[config.mk]
export PLATFORM = sky130hd
export DESIGN_NAME = stopwatch_core
export DESIGN_NICKNAME = d
export VERILOG_FILES = /design/src/rtl/stopwatch_core.sv
export SDC_FILE = /design/constraint.sdc
export NUM_CORES = 1
export LEC_CHECK = 0
export CORE_MARGIN = 10
export CORE_UTILIZATION = 50
export CTS_CLUSTER_DIAMETER = 60
export CTS_CLUSTER_SIZE = 10
export DETAILED_ROUTE_END_ITERATION = 6
export GPL_TIMING_DRIVEN = 0
export PLACE_DENSITY = 0.77
export SETUP_SLACK_MARGIN = 0.4
export SYNTH_ARGS = -nofsm -noshare
export SYNTH_HDL_FRONTEND = slang
export SYNTH_SLANG_ARGS = --single-unit
[constraint.sdc]
create_clock -name clk -period 6.15 [get_ports clk]
set_input_delay 1.5375 -clock clk [delete_from_list [all_inputs] [get_ports clk]]
set_output_delay 1.5375 -clock clk [all_outputs]
set_load 0.02 [all_outputs]
[src/rtl/stopwatch_core.sv]
// stopwatch_core: BCD stopwatch / countdown timer with lap freeze.
// Optional LAP feature: define STOPWATCH_CORE_LAP_EN.
//
// Ports:
//   clk, rst_n         clock, async active-low reset
//   start_stop         pulse: toggle run/pause
//   lap                pulse: toggle display freeze
//   clear              pulse: back to IDLE, count zero
//   load, load_value   pulse + BCD preset (digit 0 in [3:0])
//   up_down            1 = count up, 0 = count down
//   count, display     live BCD count / shown value
//   running            high in RUNNING or LAP
//   lap_active         high in LAP
//   expired            high in EXPIRED
//   wrap               pulse on up-count wrap all-9s -> 0
module stopwatch_core #(
    parameter int NUMBER_OF_DIGITS            = 4,
    parameter int BOARD_CLOCK_FREQUENCY_IN_HZ = 100_000_000,
    parameter int TICK_RATE_IN_HZ             = 100
) (
    input  logic                          clk,
    input  logic                          rst_n,
    input  logic                          start_stop,
    input  logic                          lap,
    input  logic                          clear,
    input  logic                          load,
    input  logic [4*NUMBER_OF_DIGITS-1:0] load_value,
    input  logic                          up_down,
    output logic [4*NUMBER_OF_DIGITS-1:0] count,
    output logic [4*NUMBER_OF_DIGITS-1:0] display,
    output logic                          running,
    output logic                          lap_active,
    output logic                          expired,
    output logic                          wrap
);

    localparam int W   = 4 * NUMBER_OF_DIGITS;
    localparam int DIV = BOARD_CLOCK_FREQUENCY_IN_HZ / TICK_RATE_IN_HZ;
    localparam int PW  = $clog2(DIV);
    localparam logic [PW-1:0] PMAX = PW'(DIV - 1);
    localparam logic [W-1:0]  ALL9 = {NUMBER_OF_DIGITS{4'h9}};

`ifdef STOPWATCH_CORE_LAP_EN
    typedef enum logic [2:0] {
        S_IDLE, S_RUN, S_PAUSE, S_EXP, S_LAP
    } state_t;
`else
    typedef enum logic [1:0] {
        S_IDLE, S_RUN, S_PAUSE, S_EXP
    } state_t;
`endif

    function automatic logic [W-1:0] bcd_inc(input logic [W-1:0] v);
        logic [W-1:0] r;
        logic         c;
        r = v;
        c = 1'b1;
        for (int i = 0; i < NUMBER_OF_DIGITS; i++) begin
            if (c) begin
                if (v[4*i +: 4] == 4'd9) begin
                    r[4*i +: 4] = 4'd0;
                end else begin
                    r[4*i +: 4] = v[4*i +: 4] + 4'd1;
                    c = 1'b0;
                end
            end
        end
        return r;
    endfunction

    function automatic logic [W-1:0] bcd_dec(input logic [W-1:0] v);
        logic [W-1:0] r;
        logic         b;
        r = v;
        b = 1'b1;
        for (int i = 0; i < NUMBER_OF_DIGITS; i++) begin
            if (b) begin
                if (v[4*i +: 4] == 4'd0) begin
                    r[4*i +: 4] = 4'd9;
                end else begin
                    r[4*i +: 4] = v[4*i +: 4] - 4'd1;
                    b = 1'b0;
                end
            end
        end
        return r;
    endfunction

    // Nibbles A-F clamp to 9 so the count is always valid BCD.
    function automatic logic [W-1:0] bcd_fix(input logic [W-1:0] v);
        logic [W-1:0] r;
        for (int i = 0; i < NUMBER_OF_DIGITS; i++) begin
            r[4*i +: 4] = (v[4*i +: 4] > 4'd9) ? 4'd9 : v[4*i +: 4];
        end
        return r;
    endfunction

    state_t         st, st_n;
    logic [PW-1:0]  pre, pre_n;
    logic [W-1:0]   cnt_n;
    logic           wrap_n;
    logic           active;
    logic           tick;

    always_comb begin
        active = (st == S_RUN);
`ifdef STOPWATCH_CORE_LAP_EN
        active = active | (st == S_LAP);
`endif
        tick   = active && (pre == PMAX);
        st_n   = st;
        pre_n  = pre;
        cnt_n  = count;
        wrap_n = 1'b0;

        if (active) begin
            pre_n = tick ? '0 : pre + 1'b1;
        end

        if (tick) begin
            if (up_down) begin
                if (count == ALL9) begin
                    cnt_n  = '0;
                    wrap_n = 1'b1;
                end else begin
                    cnt_n = bcd_inc(count);
                end
            end else begin
                // Stop at zero rather than borrowing into all-9s.
                if (count == '0 || bcd_dec(count) == '0) begin
                    cnt_n = '0;
                    st_n  = S_EXP;
                end else begin
                    cnt_n = bcd_dec(count);
                end
            end
        end

        if (clear) begin
            st_n   = S_IDLE;
            cnt_n  = '0;
            pre_n  = '0;
            wrap_n = 1'b0;
        end else if (load) begin
            cnt_n  = bcd_fix(load_value);
            pre_n  = '0;
            wrap_n = 1'b0;
            st_n   = (st == S_EXP) ? S_PAUSE : st;
        end else if (start_stop && st_n == st) begin
            unique case (st)
                S_IDLE: begin
                    st_n  = S_RUN;
                    pre_n = '0;
                end
                S_RUN:   st_n = S_PAUSE;
                S_PAUSE: st_n = S_RUN;
`ifdef STOPWATCH_CORE_LAP_EN
                S_LAP:   st_n = S_PAUSE;
`endif
                default: ;
            endcase
`ifdef STOPWATCH_CORE_LAP_EN
        end else if (lap && st_n == st) begin
            if (st == S_RUN) begin
                st_n = S_LAP;
            end else if (st == S_LAP) begin
                st_n = S_RUN;
            end
`endif
        end
    end

`ifdef STOPWATCH_CORE_LAP_EN
    logic [W-1:0] disp_n;

    // Latch the pre-update count on LAP entry, hold while in LAP.
    always_comb begin
        if (st_n == S_LAP) begin
            disp_n = (st == S_LAP) ? display : count;
        end else begin
            disp_n = cnt_n;
        end
    end
`else
    logic unused_lap;
    assign unused_lap = lap;
    assign display    = count;
    assign lap_active = 1'b0;
`endif

    always_ff @(posedge clk or negedge rst_n) begin
        if (!rst_n) begin
            st      <= S_IDLE;
            pre     <= '0;
            count   <= '0;
            running <= 1'b0;
            expired <= 1'b0;
            wrap    <= 1'b0;
`ifdef STOPWATCH_CORE_LAP_EN
            display    <= '0;
            lap_active <= 1'b0;
`endif
        end else begin
            st      <= st_n;
            pre     <= pre_n;
            count   <= cnt_n;
            running <= (st_n == S_RUN)
`ifdef STOPWATCH_CORE_LAP_EN
                       || (st_n == S_LAP)
`endif
                       ;
            expired <= (st_n == S_EXP);
            wrap    <= wrap_n;
`ifdef STOPWATCH_CORE_LAP_EN
            display    <= disp_n;
            lap_active <= (st_n == S_LAP);
`endif
        end
    end

endmodule

==> impl_results.md, run 1 <==
* Worst setup SP type: primary input
* Post-synthesis sequential area ratio at 32.8%
* Worst R2R End: count[9]
* Tcrit/Tclk final at 61.5%
* DR iter-0 viols at 224
* Die ar. at 9820 sq um
* Antenna-violating nets left at 0
* Reg-to-Reg Start: count[0]
* Post-DP HPWL at 6680 um
* Top_reg_cell synth: dfrtp_1
* Switching Share at 32.8%
* Fin. max-slew vios at 0
* Leading cell type in the layout, fill and taps excluded: clkdlybuf4s50_1
* Internal at 0.512 mW
* Gates resized, CTS repair at 0
* Maximum clock rate at 0.264 GHz
* Gate power share at 32.5%
* First-pass iteration count of the detailed router at 5
* CTS max path bufs at 2
* Setup TNS at 0 ns
* Hold path endpoint: pre[1]
* Hold crit path type: register to register
* RSZ-0062 raised after global routing: false
* Diodes inserted at 0
* Die Span Y at 99.1 um
* Area Growth Syn to Fin at 24.4%
* Number of synthesized register bits at 41
* Syn nets at 418
* Slew of the pin with the lowest slew margin at 0.747 ns
* Clock Power Share at 28.0%
* Worst R2R Setup Slack at 2.97 ns
* Clk slew on worst S/H paths at 0.08 ns
* Fill cell count at 565
* Clock sink count at 41
* Vias per std cell at 6.00
* Hold Path Depth at 2
* Synth async-reset ratio at 100%
* First-pass GRT wire length at 14,800 um
* Crit path DAT at 4.02 ns
* Layout cells sized above 1 at 10.1%
* Area leader, netlist: dfrtp_1
* CTS tree: built
* Commonest non-fill, non-tap cells in the layout: clkdlybuf4s50_1 (54), nor2_1 (50), dfrtp_1 (41)
* Hold Fails Final Rpt at 0
* Slew HR at 50.2%
* Critical path type: primary input to register
* Synthesized area per cell at 8.19 sq um
* Status: finished, final reports clean
* Placement Rows at 28
* Post-CTS Setup Repair Bufs at 0
* GRT Total Usage at 17.7%
* Met1 Use GR at 23.2%
* Setup Skew at 0.00934 ns
* Clk_lat worst skew at 0.30 ns
* Congestion Overflow GR at 0
* Yosys Warn Count at 0
* Drt drc at 0
* Final Critical Period at 3.79 ns
* Most Crowded Layer GR: met2
* Met3 usage at 5.12%
* Final WL at 8770 um
* Core area at 5990 sq um
* Post-layout util at 65.0%
* Worst hold path startpoint: pre[1]
* Yosys top cell area share at 32.8%
* Total CTS buffers at 5
* Crit Path Max Fanout at 8
* Setup Viol. Count Final at 0
* Wire per inst at 16.9 um
* Top cells by area, synth: dfrtp_1 (33%), nor2_1 (6.0%), ha_1 (5.2%)
* Largest net degree at the start of global routing at 34
* Top Ports at 59
* H-tree lvl count at 2
* Met2 Usage GRT at 27.8%
* Root buffer cell: clkbuf_8
* Hold_buf cts at 0
* Initial core utilization at 52.2%
* Antenna violations before repair at 0
* Nets at 481
* Die W at 99.1 um
* Power per cell area at 195 nW/um^2
* I/O Buffers at 55
* Max Cap Viol at 0
* R2R depth at 10
* GP Congestion at 0.938
* CP endpoint kind: register
* Mapped Area at 3130 sq um
* Vias at 3,118
* EDFF count, synth at 0
* Vias in the first global route at 3,068
* P_leak at 1.58 nW
* Sw Pwr at 0.249 mW
* Post-synthesis cell count at 382
* Worst EP required at 6.38 ns
* Reg power frac at 39.5%
* VDD IR max at 0.132 mV
* Library cells used by synthesis at 57
area by class of cell:
| type | instances | area [sq um] | area share [%] |
|---|---|---|---|
| inverters | 15 | 56.3 | 1.45 |
| clock buffers | 5 | 68.8 | 1.77 |
| clock inverters | 2 | 35.0 | 0.900 |
| flip-flops and latches | 41 | 1030 | 26.4 |
| plain buffers | 32 | 188 | 4.82 |
| repair buffers | 56 | 566 | 14.5 |
| well taps | 75 | 93.8 | 2.41 |
| multi-input cells | 294 | 1860 | 47.8 |
synthesized netlist by cell type, drive strengths merged, types with 9 or more instances:
cell type and n:
inv 15, clkbuf 13, nor2 50, nor3 9, nand2 29, xor2 14
nand3 21, o21ai 23, a21oi 24, buf 19, dfrtp 41, ha 13
cells by family after synthesis:
family                   share of synthesized area [%]
AND/OR/NAND/NOR                                   25.7
AO/OA/AOI/OAI                                     20.0
buffers and inverters                             7.80
flip-flops                                        32.8
XOR/XNOR                                          5.88
adder cells (fa/ha/maj)                           5.20
multiplexers                                      2.48
other                                            0.120
how the worst max path moves through the flow:
| stage | slack [ns] | start | to | cells after the start |
|---|---|---|---|---|
| after floorplan | 3.28 | load | count[15] | 5 |
| after global placement | 2.18 | up_down | count[8] | 7 |
| after detailed placement | 2.13 | up_down | count[8] | 7 |
| after CTS | 2.41 | up_down | count[8] | 7 |
| after global routing | 2.22 | up_down | count[8] | 7 |
| final | 2.36 | up_down | count[8] | 7 |
flip-flops by register name, summed over array words and instances (netlist names):
signal	count
pre	20
count	16
st	2
expired	1
running	1
wrap	1
critical path, stage by stage:
cell and delay [ns]:
clkdlybuf4s50_1 0.52, inv_1 0.25, nand2_1 0.13, a21oi_1 0.60
nor2_1 0.24, a2111oi_0 0.50, mux2_2 0.23
routing by layer:
| layer | wire, um | up-vias | part of all wire [%] |
|---|---|---|---|
| li1 | - | 1483 | - |
| met1 | 3840 | 1493 | 44 |
| met2 | 4070 | 126 | 46 |
| met3 | 726 | 16 | 8.3 |
| met4 | 140 | 0 | 1.6 |
| met5 | 0 | - | 0 |
stage by stage:
| stage | power, mW | cell area [sq um] | instances | setup slack, ns | hold slack (ns) |
|---|---|---|---|---|---|
| floorplan | 0.453 | 3130 | 382 | 3.28 | 0.497 |
| global placement | 0.545 | 3770 | 512 | 2.18 | 0.524 |
| detailed placement | 0.551 | 3790 | 513 | 2.13 | 0.528 |
| CTS | 0.764 | 3890 | 520 | 2.41 | 0.548 |
| global route | 0.803 | 3890 | 520 | 2.22 | 0.583 |
| finish | 0.761 | 3890 | 520 | 2.36 | 0.548 |
power by group through the flow:
stage                     combinational [mW]  sequential [mW]  clock, mW
after global placement                 0.240            0.304          0
final                                  0.247            0.300      0.213
after CTS                              0.247            0.300      0.217
after floorplan                        0.139            0.314          0
after global routing                   0.272            0.303      0.228
after detailed placement               0.246            0.305          0
Note: power is estimated with default switching activity, not from simulation.
==> run 2, diff against run 1 <==
--- a/config.mk
+++ b/config.mk
@@ -6,7 +6,7 @@
 export NUM_CORES = 1
 export LEC_CHECK = 0
 export CORE_MARGIN = 10
-export CORE_UTILIZATION = 50
+export CORE_UTILIZATION = 48
 export CTS_CLUSTER_DIAMETER = 60
 export CTS_CLUSTER_SIZE = 10
 export DETAILED_ROUTE_END_ITERATION = 6
==> constraint.sdc (replaced) <==
create_clock -name clk -period 3.2 [get_ports clk]
set_input_delay 0.8 -clock clk [delete_from_list [all_inputs] [get_ports clk]]
set_output_delay 0.8 -clock clk [all_outputs]
set_load 0.02 [all_outputs]
==> impl_results.md, run 2 (synthesis results as in run 1) <==
* Status: finished, final reports clean (unchanged)
* Setup Viol. Count Final at 0 (unchanged)
* Worst EP required at 3.45 ns (was 6.38 ns)
* DR iter-0 viols at 200 (was 224)
* RSZ-0062 raised after global routing: false (unchanged)
* Die W at 101 um (was 99.1 um)
* Top Ports at 59 (unchanged)
* Maximum clock rate at 0.376 GHz
* Design Power at 1.43 mW (was 0.761 mW)
* CTS tree: built (unchanged)
* Diodes inserted at 0 (unchanged)
* Switching Share at 34.5% (was 32.8%)
* Final Critical Period at 2.66 ns
* Worst setup SP type: register (was primary input)
* Core area at 6350 sq um (was 5990 sq um)
* Largest net degree at the start of global routing at 26 (was 34)
* Clk slew on worst S/H paths at 0.08 ns (about the same)
* Post-DP HPWL at 6460 um (was 6680 um)
* Area Growth Syn to Fin at 26.9% (was 24.4%)
* Internal at 0.935 mW (was 0.512 mW)
* CTS max path bufs at 2 (unchanged)
* Layout cells sized above 1 at 12.9% (was 10.1%)
* Crit Path Max Fanout at 9 (was 8)
* Max reg flops at 20 (unchanged)
* Die ar. at 10,100 sq um (was 9820 sq um)
* Vias at 3,049 (was 3,118)
* Antenna-violating nets left at 0 (unchanged)
* Sw Pwr at 0.492 mW (was 0.249 mW)
* Largest Register: pre (unchanged)
* Max Cap Viol at 0 (unchanged)
* Hold Fails Final Rpt at 0 (unchanged)
* Critical path type: register to register (was primary input to register)
* Reg power frac at 40.4% (was 39.5%)
* Hold_buf cts at 0 (unchanged)
* Drt drc at 0 (unchanged)
* Placement Rows at 29 (was 28)
* CP peak stage delay at 0.47 ns (was 0.60 ns)
* GRT Total Usage at 17.0% (was 17.7%)
* H-tree lvl count at 2 (unchanged)
* Total CTS buffers at 5 (unchanged)
* Commonest non-fill, non-tap cells in the layout: clkdlybuf4s50_1 (54), nor2_1 (50), dfrtp_1 (40) (was clkdlybuf4s50_1 (54), nor2_1 (50), dfrtp_1 (41))
* Biggest regs: pre: 20 flops, count: 16 flops, st: 2 flops (unchanged)
* GP Congestion at 0.871 (was 0.938)
* Die Span Y at 101 um (was 99.1 um)
* Slew HR at 59.2% (was 50.2%)
* Antenna violations before repair at 0 (unchanged)
* Gate power share at 34.4% (was 32.5%)
* Congestion Overflow GR at 0 (unchanged)
* Power per cell area at 359 nW/um^2 (was 195 nW/um^2)
* Setup Skew at 0.00415 ns (was 0.00934 ns)
* Leading cell type in the layout, fill and taps excluded: clkdlybuf4s50_1 (unchanged)
* Vias per std cell at 5.80 (was 6.00)
* Clock Power Share at 25.2% (was 28.0%)
* Clk_lat worst skew at 0.30 ns (about the same)
* Root buffer cell: clkbuf_8 (unchanged)
* Worst-path cell chain: inv_1 > ha_1 > buf_2 > o21ba_2 > mux2i_2 > o22ai_2 > a21oi_4 > nor2_1 > a2111oi_2 > mux2_2 (was clkdlybuf4s50_1 > inv_1 > nand2_1 > a21oi_1 > nor2_1 > a2111oi_0 > mux2_2)
* VDD IR max at 0.247 mV (was 0.132 mV)
* I/O Buffers at 55 (unchanged)
* Final Non-Filler Cells at 526 (was 520)
* Vias in the first global route at 2,992 (was 3,068)
* Tcrit/Tclk final at 83.1%
* R2R depth at 10 (unchanged)
* Fin. max-slew vios at 0 (unchanged)
* Dpl cells at 515 (was 513)
* Clock sink count at 41 (unchanged)
* CP top delay family: compound AO/OA/AOI/OAI gates (unchanged)
* First-pass GRT wire length at 14,400 um (was 14,800 um)
* P_leak at 1.59 nW (was 1.58 nW)
* Final WL at 8600 um (was 8770 um)
* Post-layout util at 62.5% (was 65.0%)
* Initial core utilization at 49.3% (was 52.2%)
* Wire per inst at 16.3 um (was 16.9 um)
* First-pass iteration count of the detailed router at 5 (unchanged)
* Crit path buf inv count at 2 (unchanged)
* Nets at 485 (was 481)
* Hold crit path type: primary input to asynchronous set/reset pin (was register to register)
* Slew of the pin with the lowest slew margin at 0.612 ns (was 0.747 ns)
* CP endpoint kind: register (unchanged)
* Fill cell count at 570 (was 565)
* Slowest stage cell, crit path: dfrtp_1 (was a21oi_1)
* Hold_ws at 0.422 ns (was 0.548 ns)
* Critical Path Stages at 10 (was 7)
* Crit path DAT at 2.90 ns (was 4.02 ns)
run 2: cell count changes in the layout (fill, tap and decap cells not counted), moves of 2 or more:
cell,delta
buf_4,+4
a2111oi_0,-2
a21oi_1,-2
a21oi_4,+2
a31oi_1,-2
a31oi_2,+2
run 2: worst paths after layout:
check,startpoint,endpoint,slack [ns]
worst min-delay path,rst_n,count[10],0.42
worst min register to register,pre[5],pre[5],0.55
min in group clk,pre[5],pre[5],0.55
worst max register to register,count[1],count[8],0.54
max in group asynchronous,rst_n,count[1],2.30
worst max-delay path,count[1],count[8],0.54
run 2: repair_timing:
item,in CTS,in global routing
cloned,0,0
setup endpoints to repair,6,13
pin swaps,2,1
resized for setup,6,9
setup buffers,3,1
run 2: area by class of cell:
class                      instances  area [sq um]  share of cell area (%)
timing repair buffer              60           596                    15.0
inverter                          15          56.3                    1.42
clock buffer                       6          82.6                    2.08
clock inverter                     1          7.51                   0.189
sequential                        41          1030                    25.9
tap                               77          96.3                    2.43
buffer                            32           188                    4.73
multi-input combinational        294          1920                    48.3
run 2: worst reg2reg max path: cells and delay by family, from the launching register on:
family | cells | cell delay (ns)
compound gates | 4 | 1.08
flops | 1 | 0.47
mux | 2 | 0.41
buf+inv | 2 | 0.33
simple gates | 1 | 0.16
fa+ha+maj | 1 | 0.14
run 2: power by group through the flow:
stage          registers [mW]  clock network [mW]  logic (mW)
4_1_cts                 0.576               0.369       0.481
3_3_place_gp            0.584                   0       0.461
3_5_place_dp            0.586                   0       0.470
2_1_floorplan           0.603                   0       0.267
5_1_grt                 0.582               0.388       0.533
6_report                0.577               0.360       0.491
run 2: layer usage:
metal,part of all wire (%),GRT usage (%),wire [um]
met5,0,0,0
met4,1.1,4.13,97
met3,7.0,4.80,601
met2,46,26.4,3950
met1,46,22.5,3950
run 2: metrics by stage:
| stage | cell area (sq um) | setup TNS (ns) | worst slack [ns] |
|---|---|---|---|
| after CTS | 3940 | 0 | 0.471 |
| final | 3970 | 0 | 0.541 |
| after detailed placement | 3790 | -0.129 | -0.129 |
| after global routing | 3970 | 0 | 0.392 |
| after global placement | 3780 | -0.140 | -0.140 |
| after floorplan | 3130 | 0 | 0.594 |
==> run 3, diff against run 2 <==
--- a/config.mk
+++ b/config.mk
@@ -6,7 +6,7 @@
 export NUM_CORES = 1
 export LEC_CHECK = 0
 export CORE_MARGIN = 10
-export CORE_UTILIZATION = 48
+export CORE_UTILIZATION = 50
 export CTS_CLUSTER_DIAMETER = 60
 export CTS_CLUSTER_SIZE = 10
 export DETAILED_ROUTE_END_ITERATION = 6
==> constraint.sdc (replaced) <==
create_clock -name clk -period 2.65 [get_ports clk]
set_input_delay 0.6625 -clock clk [delete_from_list [all_inputs] [get_ports clk]]
set_output_delay 0.6625 -clock clk [all_outputs]
set_load 0.02 [all_outputs]
==> impl_results.md, run 3 (synthesis results as in run 1) <==
* Fin. max-slew vios at 0 (unchanged)
* Hold Fails Final Rpt at 0 (unchanged)
* CTS tree: built (unchanged)
* Top Ports at 59 (unchanged)
* Reg area at 1040 sq um (was 1030 sq um)
* Commonest non-fill, non-tap cells in the layout: buf_4 (61), clkdlybuf4s50_1 (54), nor2_1 (43) (was clkdlybuf4s50_1 (54), nor2_1 (50), dfrtp_1 (40))
* Vias per std cell at 6.35 (was 5.80)
* Failing checks: DRC
* Vias at 3,621 (was 3,049)
* Wire per inst at 20.4 um (was 16.3 um)
* Max Cap Viol at 0 (unchanged)
* Worst-path cell chain: or4_4 > or4_4 > buf_6 > a211o_4 > a41o_1 > nor2_2 (was inv_1 > ha_1 > buf_2 > o21ba_2 > mux2i_2 > o22ai_2 > a21oi_4 > nor2_1 > a2111oi_2 > mux2_2)
* Nets at 530 (was 485)
* Drt drc at 5 (was 0)
* Design Power at 2.07 mW (was 1.43 mW)
* CTS max path bufs at 2 (unchanged)
* Post-DP HPWL at 6560 um (was 6460 um)
* I/O Buffers at 55 (unchanged)
* First-pass iteration count of the detailed router at 7 (was 5)
* Layout cells sized above 1 at 32.1% (was 12.9%)
* Maximum clock rate at 0.423 GHz (was 0.376 GHz)
* Hold_ws at 0.302 ns (was 0.422 ns)
* Area Growth Syn to Fin at 51.0% (was 26.9%)
* Slowest stage cell, crit path: or4_4 (was dfrtp_1)
* Pre-CTS WS at -0.373 ns (was -0.129 ns)
* Antenna-violating nets left at 0 (unchanged)
* Critical path type: register to register (unchanged)
* First-pass GRT wire length at 16,400 um (was 14,400 um)
* Most Frequent Cell on Critical Path: or4_4
* Leading cell type in the layout, fill and taps excluded: buf_4 (was clkdlybuf4s50_1)
* Biggest regs: pre: 20 flops, count: 16 flops, st: 2 flops (unchanged)
* Crit path buf inv count at 1 (was 2)
* Antenna violations before repair at 0 (unchanged)
* Die ar. at 9820 sq um (was 10,100 sq um)
* Clk slew on worst S/H paths at 0.10 ns (was 0.08 ns)
* Largest net degree at the start of global routing at 24 (was 26)
* Slew of the pin with the lowest slew margin at 0.781 ns (was 0.612 ns)
* Placement Rows at 28 (was 29)
* Setup ws final at 0.284 ns (was 0.541 ns)
* Multi-input gate area at 2220 sq um (was 1920 sq um)
* P_leak at 1.92 nW (was 1.59 nW)
* Worst EP required at 2.88 ns (was 3.45 ns)
* Max reg flops at 20 (unchanged)
* Setup Skew at 0.0142 ns (was 0.00415 ns)
* Vias in the first global route at 3,283 (was 2,992)
* Hold_buf cts at 0 (unchanged)
* Fill cell count at 360 (was 570)
* DR iter-0 viols at 510 (was 200)
* Post-layout util at 78.9% (was 62.5%)
* CP top delay family: simple AND/OR/NAND/NOR gates (was compound AO/OA/AOI/OAI gates)
* Worst R2R Setup Slack at 0.28 ns (was 0.54 ns)
* Die W at 99.1 um (was 101 um)
* Hold crit path type: primary input to asynchronous set/reset pin (unchanged)
* Die Span Y at 99.1 um (was 101 um)
* VDD IR max at 0.383 mV (was 0.247 mV)
* Core area at 5990 sq um (was 6350 sq um)
* GRT Total Usage at 20.1% (was 17.0%)
* Diodes inserted at 0 (unchanged)
* RSZ-0062 raised after global routing: true (was false)
* GP Congestion at 0.900 (was 0.871)
* H-tree lvl count at 2 (unchanged)
* Power per cell area at 439 nW/um^2 (was 359 nW/um^2)
* Clk_lat worst skew at 0.31 ns (was 0.30 ns)
* Initial core utilization at 52.2% (was 49.3%)
* Crit path DAT at 2.60 ns (was 2.90 ns)
* Largest Register: pre (unchanged)
* Total CTS buffers at 5 (unchanged)
* Status: complete, but fails checks (was finished, final reports clean)
* CP peak stage delay at 0.56 ns (was 0.47 ns)
* Congestion Overflow GR at 0 (unchanged)
* Final WL at 11,600 um (was 8600 um)
* Setup TNS at 0 ns (unchanged)
* Setup Viol. Count Final at 0 (unchanged)
* Worst setup SP type: register (unchanged)
* Tcrit/Tclk final at 89.3% (was 83.1%)
* Clock sink count at 41 (unchanged)
* Slew HR at 47.9% (was 59.2%)
* Root buffer cell: clkbuf_8 (unchanged)
* Crit Path Max Fanout at 5 (was 9)
* CP endpoint kind: register (unchanged)
* Final Critical Period at 2.37 ns (was 2.66 ns)
[run 3: metrics by stage]
stage,cell area (sq um),cells
floorplan,3160,382
global placement,3810,512
detailed placement,3830,513
CTS,4360,547
global route,4730,570
finish,4730,570
[run 3: metal layers]
metal / part of all wire (%) / vias to the layer above / track usage [%]
met1: 39 / 1686 / 25.2
met2: 46 / 288 / 31.8
li1: - / 1585 / -
met4: 4.5 / 0 / 8.27
met3: 11 / 62 / 5.54
met5: 0 / - / 0
[run 3: power by group]
group	total (mW)	internal [mW]	switching [mW]
logic	0.808	0.378	0.430
registers	0.690	0.655	0.0357
clock network	0.575	0.307	0.268
total	2.07	1.34	0.733
[run 3: cell type report]
cell class / instances / share of cell area (%)
Buffer: 32 / 4.63
Clock buffer: 6 / 1.75
Clock inverter: 2 / 0.794
Inverter: 15 / 1.19
Multi-Input combinational cell: 294 / 47.1
Sequential cell: 41 / 22.1
Tap cell: 75 / 1.99
Timing Repair Buffer: 105 / 20.5
[run 3: worst reg2reg max path, cell delays in order (launching register included)]
cell	delay [ns]
dfrtp_1	0.40
or4_4	0.56
or4_4	0.50
buf_6	0.15
a211o_4	0.32
a41o_1	0.27
nor2_2	0.09
[run 3: final timing paths]
| kind | startpoint | to | depth (start not counted) |
|---|---|---|---|
| max reg2reg | pre[7] | st[0] | 6 |
| max in group asynchronous | rst_n | pre[9] | 2 |
| min | rst_n | count[4] | 1 |
| min reg2reg | pre[1] | pre[1] | 2 |
| max | pre[7] | st[0] | 6 |
| min in group clk | pre[1] | pre[1] | 2 |
[run 3: timing repair]
item	CTS	global route
setup buffers	26	23
hold endpoints to repair	0	0
resized for setup	50	48
pin swaps	9	25
setup endpoints to repair	31	33
gates cloned	0	0
